--- src/rtl/branch_predictor_if.sv ---
// Fetch/execute-side signal bundle for the branch predictor.
// The master modport is the pipeline side; the slave modport is the predictor.
interface branch_predictor_if #(
    parameter int CNT_W = 32
);
    // Fetch-stage lookup
    logic [31:0]      PC_F;
    logic             Predict_Taken_F;
    logic [31:0]      Predict_Target_F;
    logic             Valid_F;

    // Execute-stage training
    logic             Update_En;
    logic             Jump_E;
    logic [31:0]      PC_E;
    logic [31:0]      PC_Target_E;
    logic             Branch_Taken_E;
    logic             Predict_Taken_E;

    // Maintenance and statistics
    logic             Invalidate_Req;
    logic             Busy;
    logic [CNT_W-1:0] Mispredict_Count;

    modport master (
        output PC_F,
        output Update_En,
        output Jump_E,
        output PC_E,
        output PC_Target_E,
        output Branch_Taken_E,
        output Predict_Taken_E,
        output Invalidate_Req,
        input  Predict_Taken_F,
        input  Predict_Target_F,
        input  Valid_F,
        input  Busy,
        input  Mispredict_Count
    );

    modport slave (
        input  PC_F,
        input  Update_En,
        input  Jump_E,
        input  PC_E,
        input  PC_Target_E,
        input  Branch_Taken_E,
        input  Predict_Taken_E,
        input  Invalidate_Req,
        output Predict_Taken_F,
        output Predict_Target_F,
        output Valid_F,
        output Busy,
        output Mispredict_Count
    );
endinterface

--- src/rtl/branch_predictor.sv ---
// Direct-mapped branch target buffer with saturating direction counters.
// Lookup is combinational on the fetch PC; training from execute is registered.
// A sweep FSM clears every valid bit one entry per cycle on request, and a
// free-running counter tallies direction mispredicts.
module branch_predictor #(
    parameter int ENTRIES = 16,
    parameter int CTR_W   = 2,
    parameter int CNT_W   = 32
) (
    input logic               CLK,
    input logic               RST,
    branch_predictor_if.slave bp
);
    localparam int IDX_W = $clog2(ENTRIES);
    localparam int TAG_W = 30 - IDX_W;

    localparam logic [CTR_W-1:0] CTR_MAX  = {CTR_W{1'b1}};
    localparam logic [CTR_W-1:0] CTR_WEAK = CTR_W'(1 << (CTR_W - 1));
    localparam logic [IDX_W-1:0] LAST_IDX = IDX_W'(ENTRIES - 1);

    typedef enum logic {
        IDLE  = 1'b0,
        SWEEP = 1'b1
    } state_t;

    state_t             state;
    logic [IDX_W-1:0]   sweep_ptr;
    logic [ENTRIES-1:0] valid_q;
    logic [TAG_W-1:0]   tag_q    [ENTRIES];
    logic [31:0]        target_q [ENTRIES];
    logic [CTR_W-1:0]   ctr_q    [ENTRIES];
    logic [CNT_W-1:0]   mispredict_q;

    logic [IDX_W-1:0]   f_idx;
    logic [TAG_W-1:0]   f_tag;
    logic               f_hit;
    logic               f_taken;

    logic [IDX_W-1:0]   e_idx;
    logic [TAG_W-1:0]   e_tag;
    logic               e_hit;
    logic               e_taken;
    logic               do_update;
    logic               entry_we;
    logic               ctr_we;
    logic [CTR_W-1:0]   ctr_next;

    // Fetch-side lookup: entries are hidden entirely while a sweep runs
    assign f_idx   = bp.PC_F[IDX_W+1:2];
    assign f_tag   = bp.PC_F[31:IDX_W+2];
    assign f_hit   = valid_q[f_idx] && (tag_q[f_idx] == f_tag) && (state == IDLE);
    assign f_taken = f_hit && ctr_q[f_idx][CTR_W-1];

    assign bp.Valid_F          = f_hit;
    assign bp.Predict_Taken_F  = f_taken;
    assign bp.Predict_Target_F = f_taken ? target_q[f_idx] : (bp.PC_F + 32'd4);
    assign bp.Busy             = (state == SWEEP);
    assign bp.Mispredict_Count = mispredict_q;

    // Execute-side address split; a jump is treated as an always-taken branch
    assign e_idx   = bp.PC_E[IDX_W+1:2];
    assign e_tag   = bp.PC_E[31:IDX_W+2];
    assign e_hit   = valid_q[e_idx] && (tag_q[e_idx] == e_tag);
    assign e_taken = bp.Jump_E || bp.Branch_Taken_E;

    // Decide which parts of the indexed entry get rewritten by this resolution
    always_comb begin
        do_update = bp.Update_En && (state == IDLE);
        entry_we  = do_update && e_taken;
        ctr_we    = 1'b0;
        ctr_next  = ctr_q[e_idx];
        if (do_update) begin
            if (bp.Jump_E) begin
                ctr_we   = 1'b1;
                ctr_next = CTR_MAX;
            end else if (e_hit) begin
                ctr_we = 1'b1;
                if (bp.Branch_Taken_E) begin
                    if (ctr_q[e_idx] != CTR_MAX) begin
                        ctr_next = ctr_q[e_idx] + CTR_W'(1);
                    end
                end else begin
                    if (ctr_q[e_idx] != '0) begin
                        ctr_next = ctr_q[e_idx] - CTR_W'(1);
                    end
                end
            end else if (bp.Branch_Taken_E) begin
                ctr_we   = 1'b1;
                ctr_next = CTR_WEAK;
            end
        end
    end

    // Tag, target and counter payload; meaningless until the valid bit is set, so no reset
    always_ff @(posedge CLK) begin
        if (entry_we) begin
            tag_q[e_idx]    <= e_tag;
            target_q[e_idx] <= bp.PC_Target_E;
        end
        if (ctr_we) begin
            ctr_q[e_idx] <= ctr_next;
        end
    end

    // Sweep FSM owning the valid bits: sweep clears one entry per cycle, otherwise training allocates
    always_ff @(posedge CLK or negedge RST) begin
        if (!RST) begin
            state     <= IDLE;
            sweep_ptr <= '0;
            valid_q   <= '0;
        end else begin
            case (state)
                IDLE: begin
                    if (entry_we) begin
                        valid_q[e_idx] <= 1'b1;
                    end
                    if (bp.Invalidate_Req) begin
                        state     <= SWEEP;
                        sweep_ptr <= '0;
                    end
                end
                SWEEP: begin
                    valid_q[sweep_ptr] <= 1'b0;
                    sweep_ptr          <= sweep_ptr + IDX_W'(1);
                    if (sweep_ptr == LAST_IDX) begin
                        state <= IDLE;
                    end
                end
                default: begin
                    state <= IDLE;
                end
            endcase
        end
    end

    // Mispredict tally counts every resolution, including those dropped during a sweep
    always_ff @(posedge CLK or negedge RST) begin
        if (!RST) begin
            mispredict_q <= '0;
        end else if (bp.Update_En && (bp.Predict_Taken_E != e_taken)) begin
            mispredict_q <= mispredict_q + CNT_W'(1);
        end
    end
endmodule
--- src/flat_wrapper.sv ---
// flat-port wrapper written by rule: the top's interface ports become plain ports
module branch_predictor_flat 
#(
    parameter int ENTRIES = 16,
    parameter int CTR_W   = 2,
    parameter int CNT_W   = 32
)
  (CLK, RST, bp_PC_F, bp_Update_En, bp_Jump_E, bp_PC_E, bp_PC_Target_E, bp_Branch_Taken_E, bp_Predict_Taken_E, bp_Invalidate_Req, bp_Predict_Taken_F, bp_Predict_Target_F, bp_Valid_F, bp_Busy, bp_Mispredict_Count);
  branch_predictor_if #(.CNT_W(CNT_W)) bp_i ();
  input logic CLK;
  input logic RST;
  input wire logic [$bits(bp_i.PC_F)-1:0] bp_PC_F;
  input wire logic [$bits(bp_i.Update_En)-1:0] bp_Update_En;
  input wire logic [$bits(bp_i.Jump_E)-1:0] bp_Jump_E;
  input wire logic [$bits(bp_i.PC_E)-1:0] bp_PC_E;
  input wire logic [$bits(bp_i.PC_Target_E)-1:0] bp_PC_Target_E;
  input wire logic [$bits(bp_i.Branch_Taken_E)-1:0] bp_Branch_Taken_E;
  input wire logic [$bits(bp_i.Predict_Taken_E)-1:0] bp_Predict_Taken_E;
  input wire logic [$bits(bp_i.Invalidate_Req)-1:0] bp_Invalidate_Req;
  output wire logic [$bits(bp_i.Predict_Taken_F)-1:0] bp_Predict_Taken_F;
  output wire logic [$bits(bp_i.Predict_Target_F)-1:0] bp_Predict_Target_F;
  output wire logic [$bits(bp_i.Valid_F)-1:0] bp_Valid_F;
  output wire logic [$bits(bp_i.Busy)-1:0] bp_Busy;
  output wire logic [$bits(bp_i.Mispredict_Count)-1:0] bp_Mispredict_Count;
  assign bp_i.PC_F = bp_PC_F;
  assign bp_i.Update_En = bp_Update_En;
  assign bp_i.Jump_E = bp_Jump_E;
  assign bp_i.PC_E = bp_PC_E;
  assign bp_i.PC_Target_E = bp_PC_Target_E;
  assign bp_i.Branch_Taken_E = bp_Branch_Taken_E;
  assign bp_i.Predict_Taken_E = bp_Predict_Taken_E;
  assign bp_i.Invalidate_Req = bp_Invalidate_Req;
  assign bp_Predict_Taken_F = bp_i.Predict_Taken_F;
  assign bp_Predict_Target_F = bp_i.Predict_Target_F;
  assign bp_Valid_F = bp_i.Valid_F;
  assign bp_Busy = bp_i.Busy;
  assign bp_Mispredict_Count = bp_i.Mispredict_Count;
  branch_predictor #(.ENTRIES(ENTRIES), .CTR_W(CTR_W), .CNT_W(CNT_W)) u_core (.CLK(CLK), .RST(RST), .bp(bp_i));
endmodule
--- config.mk ---
export PLATFORM = sky130hd
export DESIGN_NAME = branch_predictor_flat
export DESIGN_NICKNAME = d
export VERILOG_FILES = /design/src/rtl/branch_predictor_if.sv /design/src/rtl/branch_predictor.sv /design/src/flat_wrapper.sv
export SDC_FILE = /design/constraint.sdc
export NUM_CORES = 1
export LEC_CHECK = 0
export BUFFER_PORTS_ARGS = -buffer_cell sky130_fd_sc_hd__buf_2
export CAP_MARGIN = 20
export CORE_ASPECT_RATIO = 1.1
export CORE_MARGIN = 10
export CORE_UTILIZATION = 34
export DETAILED_ROUTE_END_ITERATION = 16
export PLACE_DENSITY = 0.59
export SLEW_MARGIN = 20
export SYNTH_ARGS = -nofsm -noshare
export SYNTH_HDL_FRONTEND = slang
export SYNTH_SLANG_ARGS = --single-unit
--- constraint.sdc ---
create_clock -name CLK -period 3.8 [get_ports CLK]
set_input_delay 0.19 -clock CLK [delete_from_list [all_inputs] [get_ports CLK]]
set_output_delay 0.19 -clock CLK [all_outputs]
set_load 0.02 [all_outputs]
==> impl_metrics.json, run 1 <==
{
  "fin_ws_ps": -390,
  "layout.cells.non_filler": 4710,
  "final_nets": 2944,
  "relSlewSlack_pct": 39.0,
  "detailed_route_wire_length_per_cell_um": 29.4,
  "ctsHtreeMaxLevel": 3,
  "dr_wl_met3_um": 10600,
  "post_route_setup_tns_ps": -10010,
  "routed_via_density": 5.57,
  "die_height_um": 402,
  "die_area_um2": 148000,
  "leakage_nw": 18.6,
  "highest-signal-layer": "met5",
  "post_route_cells_drive_above_1_share_pct": 36.0,
  "cts_buffers": 110,
  "width_of_the_die_um": 367,
  "flow.area_growth_from_synthesis_pct": 22.1,
  "clock_sinks": 1013,
  "synthesis.nets": 2475,
  "cts_buffer_depth": 3,
  "power.density_cell_area_nw_per_um2": 472,
  "timing_worst_setup_path_type": "flip-flop to output port",
  "drt_drc_violations_left": 0,
  "cell_count_after_placement": 4427,
  "gpl.final_weighted_congestion": 0.852,
  "stdcell_area_um2": 55100,
  "vdd_drop_max_mv": 0.428,
  "ctsRootBufferMaster": "sky130_fd_sc_hd__clkbuf_16",
  "wire_length_of_the_first_global_routing_pass_um": 198000,
  "syn-instance-count": 2366,
  "num_io_pins": 170,
  "cts_tree": "done",
  "floorplan.rows": 140,
  "finalMaxSlewViolations": 0,
  "m1WireLength_um": 57800,
  "clock_pin_slew_worst_setup_and_hold_paths_ps": 60,
  "mostFrequentLayoutCells": "sky130_fd_sc_hd__edfxtp_1, sky130_fd_sc_hd__mux4_2, sky130_fd_sc_hd__buf_4",
  "worstPathRequired_ps": 3610,
  "yosys_register_bits": 1013,
  "clkLatencyLatePin_ps": 740,
  "outcome": "finished with violations",
  "pin_count_of_the_biggest_net_entering_global_routing": 64,
  "arrival_ps": 4000,
  "io_buffers": 167,
  "yosysWarningCount": 0,
  "reg2reg_from": "u_core.tag_q[14][17]",
  "routed_wl_um": 138000,
  "grt-ovfl-total": 0,
  "critPathLaunchType": "flip-flop",
  "synth_area_um2": 45100,
  "groute.usage.overall_pct": 18.2,
  "mostFrequentLayoutCell": "sky130_fd_sc_hd__edfxtp_1",
  "rsz0062_at_grt": "yes",
  "drt-pass1-iter-count": 5,
  "synth.yosys.seq_area_share_pct": 66.8,
  "grt_antenna_before_repair": 12,
  "number_of_enable_flip_flop_cells_after_synthesis": 960,
  "fin_crit_ps": 4190,
  "synth_top_flop_cell": "sky130_fd_sc_hd__edfxtp_1",
  "finalSetupViolations": 33,
  "syn-mean-instance-area_um2": 19.1,
  "tightestPinTransition_ps": 913,
  "detailed_place.area_um2": 50200,
  "cp-end-kind": "output port",
  "timing.final.crit_share_pct": 110,
  "first_global_vias": 27300,
  "via_count": 26200,
  "postRouteAntennaNets": 0,
  "worst_case_reg_to_reg_path_depth": 11,
  "report.final.hold_viol_count": 0,
  "starting_density_of_the_core_pct": 34.2,
  "rrSetupSlack_ps": 90,
  "maxCapViolCount": 0,
  "detailroute.wirelength.met2_um": 65400,
  "holdWs_ps": 68.3,
  "r2r-end": "u_core.ctr_q[3][0]",
  "place.detailed.hpwl_um": 90500,
  "failed_checks": "setup timing",
  "hold_class": "input port to async pin",
  "first_element_of_the_critical_path": "u_core.tag_q[5][17]",
  "worst-path-max-fanout": 7,
  "post_synth_cell_types": 75,
  "drt_iter0_drc": 2695,
  "achievable-frequency_mhz": 239,
  "fin_skew_ps": 50.8,
  "core-area_um2": 132000,
  "ys_async_sr_fraction_pct": 5.23
}
==> cell type report <==
class | count | area [µm²]
flip-flops and latches | 1013 | 30200
repair buffers | 501 | 4570
clock buffers | 137 | 2920
inverters | 20 | 76.3
multi-input cells | 1189 | 14300
fillers | 11700 | 77000
well taps | 1775 | 2220
clock inverters | 72 | 797
diodes | 3 | 7.51
==> registers in the layout, summed over array words and instances, names as in the netlist <==
signal,flops
u_core.valid_q,16
u_core.tag_q,416
u_core.sweep_ptr,4
u_core.ctr_q,32
u_core.target_q,512
u_core.bp.Busy,1
u_core.bp.Mispredict_Count,32
==> routing by layer <==
layer  vias up  global-route usage, %
li1      10800                      -
met2      1214                   29.3
met3       257                   3.87
met1     14000                   24.6
met5         -                      0
met4        14                   5.72
==> how the worst max path moves through the flow <==
stage                     depth (start not counted)                       to  slack, ps
after floorplan                                   6      u_core.tag_q[12][0]       -810
after global routing                             13  bp_Predict_Target_F[21]       -520
final                                            13  bp_Predict_Target_F[21]       -390
after CTS                                        12   bp_Predict_Target_F[0]       -390
after detailed placement                         14       u_core.ctr_q[3][1]       -420
after global placement                           14       u_core.ctr_q[2][1]       -420
==> timing repair <==
item / CTS / global route
hold endpoints to repair: 972 / 0
pin swaps: 4 / 7
gates resized for setup: 68 / 62
gates cloned: 0 / 2
setup buffers: 2 / 8
hold buffers: 61 / 0
setup endpoints to repair: 98 / 97
==> report_power, final <==
group	internal, W	switching, W
logic	0.00113	0.00147
registers	0.0124	0.000146
clock network	0.00626	0.00459
==> worst max-delay path, cell delays in order, from the launching register on <==
cell and delay, ps:
sky130_fd_sc_hd__edfxtp_1 400, sky130_fd_sc_hd__mux4_2 590, sky130_fd_sc_hd__xnor2_2 150, sky130_fd_sc_hd__mux2i_1 90
sky130_fd_sc_hd__nor3_1 190, sky130_fd_sc_hd__buf_4 160, sky130_fd_sc_hd__o21ai_2 50, sky130_fd_sc_hd__a2111oi_2 350
sky130_fd_sc_hd__and4b_2 340, sky130_fd_sc_hd__and2_4 240, sky130_fd_sc_hd__buf_12 130, sky130_fd_sc_hd__clkbuf_16 150
sky130_fd_sc_hd__mux2_4 300, sky130_fd_sc_hd__buf_6 130
==> cells in the mapped netlist, types with 32 or more instances <==
master                     count  area [µm²]
sky130_fd_sc_hd__mux4_2      321        7230
sky130_fd_sc_hd__clkbuf_1     44         165
sky130_fd_sc_hd__nand2_1      78         293
sky130_fd_sc_hd__xor2_1       38         333
sky130_fd_sc_hd__mux2_2       40         450
sky130_fd_sc_hd__dfrtp_1      53        1330
sky130_fd_sc_hd__o21ai_0      44         220
sky130_fd_sc_hd__a22oi_1      32         240
sky130_fd_sc_hd__nand3_1      44         220
sky130_fd_sc_hd__xnor2_1      90         788
sky130_fd_sc_hd__mux2i_1     158        1580
sky130_fd_sc_hd__edfxtp_1    960       28800
sky130_fd_sc_hd__nor2_1       49         184
sky130_fd_sc_hd__buf_2        37         185
==> kinds of logic after synthesis <==
| kind of cell | Yosys count | share of synthesized area [%] |
|---|---|---|
| buffers and inverters | 165 | 2.23 |
| AO/OA/AOI/OAI | 194 | 2.95 |
| flip-flops | 1013 | 66.8 |
| adder cells (fa/ha/maj) | 7 | 0.189 |
| AND/OR/NAND/NOR | 306 | 3.44 |
| multiplexers | 553 | 21.9 |
| XOR/XNOR | 128 | 2.49 |
==> per-stage QoR <==
stage | utilization (%) | total power, W | setup WS (ps)
2_1_floorplan | - | 0.0142 | -814
6_report | 41.7 | 0.0260 | -390
4_1_cts | 41.4 | 0.0261 | -389
3_5_place_dp | 38.0 | 0.0153 | -417
5_1_grt | 41.7 | 0.0268 | -517
3_3_place_gp | 38.0 | 0.0152 | -420
Power figures use the tool's default switching activity.
==> run 2: changes to the inputs <==
--- a/config.mk
+++ b/config.mk
@@ -9,9 +9,10 @@
 export CAP_MARGIN = 20
 export CORE_ASPECT_RATIO = 1.1
 export CORE_MARGIN = 10
-export CORE_UTILIZATION = 34
+export CORE_UTILIZATION = 55
 export DETAILED_ROUTE_END_ITERATION = 16
-export PLACE_DENSITY = 0.59
+export PLACE_DENSITY = 0.83
+export SKIP_LAST_GASP = 1
 export SLEW_MARGIN = 20
 export SYNTH_ARGS = -nofsm -noshare
 export SYNTH_HDL_FRONTEND = slang
==> run 2 against run 1 <==
  * The run still ends with setup timing left
  * Clock skew increased by 6.7 ps
  * Fmax down 0.63%
  * Die area fell by 36%
  * Utilization up 23 points
  * Via count grew 4.7%
  * Sequential share of layout area is 2.4 points higher
  * Design area is 4.1% lower
  * Global-route usage up 10 points
  * Power fell by 4.3%
  * Critical path depth did not move
  * Wire length is 2.8% lower
  * Cell count is 17% lower
  * Largest cell class unchanged
==> impl_metrics.json, run 2 (synthesis gave the netlist of run 1 again) <==
{
  "io_buffers": 167,
  "hold_class": "input port to flip-flop",
  "worst_case_reg_to_reg_path_depth": 12,
  "max_stage_delay_ps": 510,
  "timing.critical_path.max_delay_family": "simple AND/OR/NAND/NOR gates",
  "final_nets": 2868,
  "critPathCapture": "bp_Predict_Target_F[23]",
  "post-layout-total-power_w": 0.0249,
  "grt-ovfl-total": 0,
  "core-area_um2": 81600,
  "met1_usage_pct": 35.9,
  "report.final.hold_viol_count": 0,
  "grt_antenna_before_repair": 7,
  "floorplan.rows": 110,
  "drt_iter0_drc": 3888,
  "crit_path_cell_trace": "mux4_2 > xor2_1 > and3_1 > nor4_1 > buf_4 > and4_1 > nand4bb_1 > and4b_2 > and2_4 > buf_12 > buf_16 > mux2_4 > buf_6",
  "stdcell_area_um2": 52800,
  "nFillCells": 5142,
  "drt-pass1-iter-count": 8,
  "detailed_route_wire_length_per_cell_um": 34.4,
  "vdd_drop_max_mv": 0.514,
  "gpl.final_weighted_congestion": 0.923,
  "critPathLaunchType": "flip-flop",
  "leakage_nw": 17.9,
  "achievable-frequency_mhz": 237,
  "power.density_cell_area_nw_per_um2": 472,
  "routed_wl_um": 134000,
  "sequential_cell_area_um2": 30200,
  "post_route_cells_drive_above_1_share_pct": 33.5,
  "worst_hold_path.num_cells": 2,
  "clock_sinks": 1013,
  "layout.cells.non_filler": 3911,
  "rrSetupSlack_ps": 30,
  "timing.final.crit_share_pct": 111,
  "routed_via_density": 7.02,
  "fin_crit_ps": 4220,
  "num_io_pins": 170,
  "place.detailed.hpwl_um": 78400,
  "grt.busiest_layer": "met2",
  "ctsRootBufferMaster": "sky130_fd_sc_hd__clkbuf_16",
  "mostFrequentLayoutCell": "sky130_fd_sc_hd__edfxtp_1",
  "maxCapViolCount": 0,
  "worstPathBufferInverterCount": 4,
  "wire_length_of_the_first_global_routing_pass_um": 195000,
  "multiInputGateArea_um2": 14200,
  "first_element_of_the_critical_path": "u_core.tag_q[7][25]",
  "largest_register_ffs": 512,
  "finalSetupViolations": 33,
  "postRouteAntennaNets": 0,
  "ctsHtreeMaxLevel": 3,
  "registers.top_by_ff_count": "u_core.target_q",
  "detailed_place.area_um2": 48600,
  "r2r-end": "u_core.ctr_q[12][0]",
  "rsz0062_at_grt": "yes",
  "use_met2_pct": 46.0,
  "first_global_vias": 28200,
  "arrival_ps": 4030,
  "clkLatencyLatePin_ps": 700,
  "timing_worst_setup_path_type": "flip-flop to output port",
  "reg2reg_from": "u_core.tag_q[7][21]",
  "mostFrequentLayoutCells": "sky130_fd_sc_hd__edfxtp_1, sky130_fd_sc_hd__mux4_2, sky130_fd_sc_hd__buf_4",
  "width_of_the_die_um": 293,
  "flow.area_growth_from_synthesis_pct": 17.0,
  "cell_count_after_placement": 3656,
  "starting_density_of_the_core_pct": 55.3,
  "crit_slowest_cell": "sky130_fd_sc_hd__mux4_2",
  "path_depth": 13,
  "finalMaxSlewViolations": 0,
  "post_route_setup_tns_ps": -12470,
  "via_count": 27500,
  "relSlewSlack_pct": 39.4,
  "cts_buffer_depth": 3,
  "reg_top3": "u_core.target_q x512, u_core.tag_q x416",
  "cts_buffers": 98,
  "cts_tree": "done",
  "clock_pin_slew_worst_setup_and_hold_paths_ps": 70,
  "worstPathRequired_ps": 3610,
  "drt_drc_violations_left": 0,
  "globalRouteMet3Util_pct": 7.50,
  "pin_count_of_the_biggest_net_entering_global_routing": 67,
  "failed_checks": "setup timing",
  "place_worst_setup_slack_ps": -321,
  "worst-path-max-fanout": 6,
  "fin_ws_ps": -417,
  "tightestPinTransition_ps": 906,
  "die_area_um2": 93900,
  "groute.usage.overall_pct": 28.4,
  "die_height_um": 320,
  "fin_skew_ps": 57.5,
  "cp-end-kind": "output port",
  "outcome": "finished with violations"
}
==> run 2: cell count changes in the layout (fill, tap and decap cells not counted), sizes merged, moves of 2 or more <==
| cell | delta |
|---|---|
| buf | -60 |
| bufinv | -3 |
| clkbuf | -18 |
| clkinvlp | -2 |
| diode | +5 |
| dlygate4sd3 | -2 |
| inv | -6 |
==> run 2: report_power, final <==
group          internal (W)  switching, W
logic               0.00106       0.00145
registers            0.0124      0.000166
clock network       0.00548       0.00434
total                0.0189       0.00596
==> run 2: cell type report <==
cell class                      count  share of cell area [%]
Tap cell                         1064                    2.52
Inverter                           20                   0.145
Clock inverter                     60                    1.19
Timing Repair Buffer              438                    7.07
Clock buffer                      120                    4.95
Multi-Input combinational cell   1188                    27.0
Sequential cell                  1013                    57.1
Antenna cell                        8                  0.0379
==> run 2: worst min path at each step <==
| stage | startpoint | endpoint | slack [ps] |
|---|---|---|---|
| after floorplan | RST | u_core.bp.Busy | -110 |
| after global placement | bp_Invalidate_Req | u_core.sweep_ptr[1] | 430 |
| after detailed placement | bp_Invalidate_Req | u_core.sweep_ptr[3] | 460 |
| after CTS | bp_PC_E[23] | u_core.tag_q[7][17] | 10 |
| after global routing | bp_PC_E[23] | u_core.tag_q[7][17] | 50 |
| final | bp_PC_E[23] | u_core.tag_q[12][17] | 60 |
==> run 2: what timing repair did <==
| item | CTS | global route |
|---|---|---|
| endpoints found under the setup margin | 82 | 58 |
| setup buffers | 6 | 1 |
| hold buffers | 59 | 0 |
| hold endpoints to repair | 958 | 0 |
| pin swaps | 6 | 8 |
| gates resized for setup | 60 | 9 |
| gates cloned | 1 | 0 |
==> run 2: stage by stage <==
stage / hold WS (ps) / utilization (%)
global placement: 428 / 59.6
CTS: 10.3 / 64.6
global route: 51.2 / 64.7
finish: 56.5 / 64.7
detailed placement: 456 / 59.6
floorplan: -106 / -
==> run 2: metal layers <==
| layer | up-vias | part of all wire, % |
|---|---|---|
| met5 | - | 0.030 |
| met4 | 6 | 4.9 |
| met3 | 489 | 13 |
| met2 | 2372 | 48 |
| met1 | 14000 | 34 |
| li1 | 10600 | - |
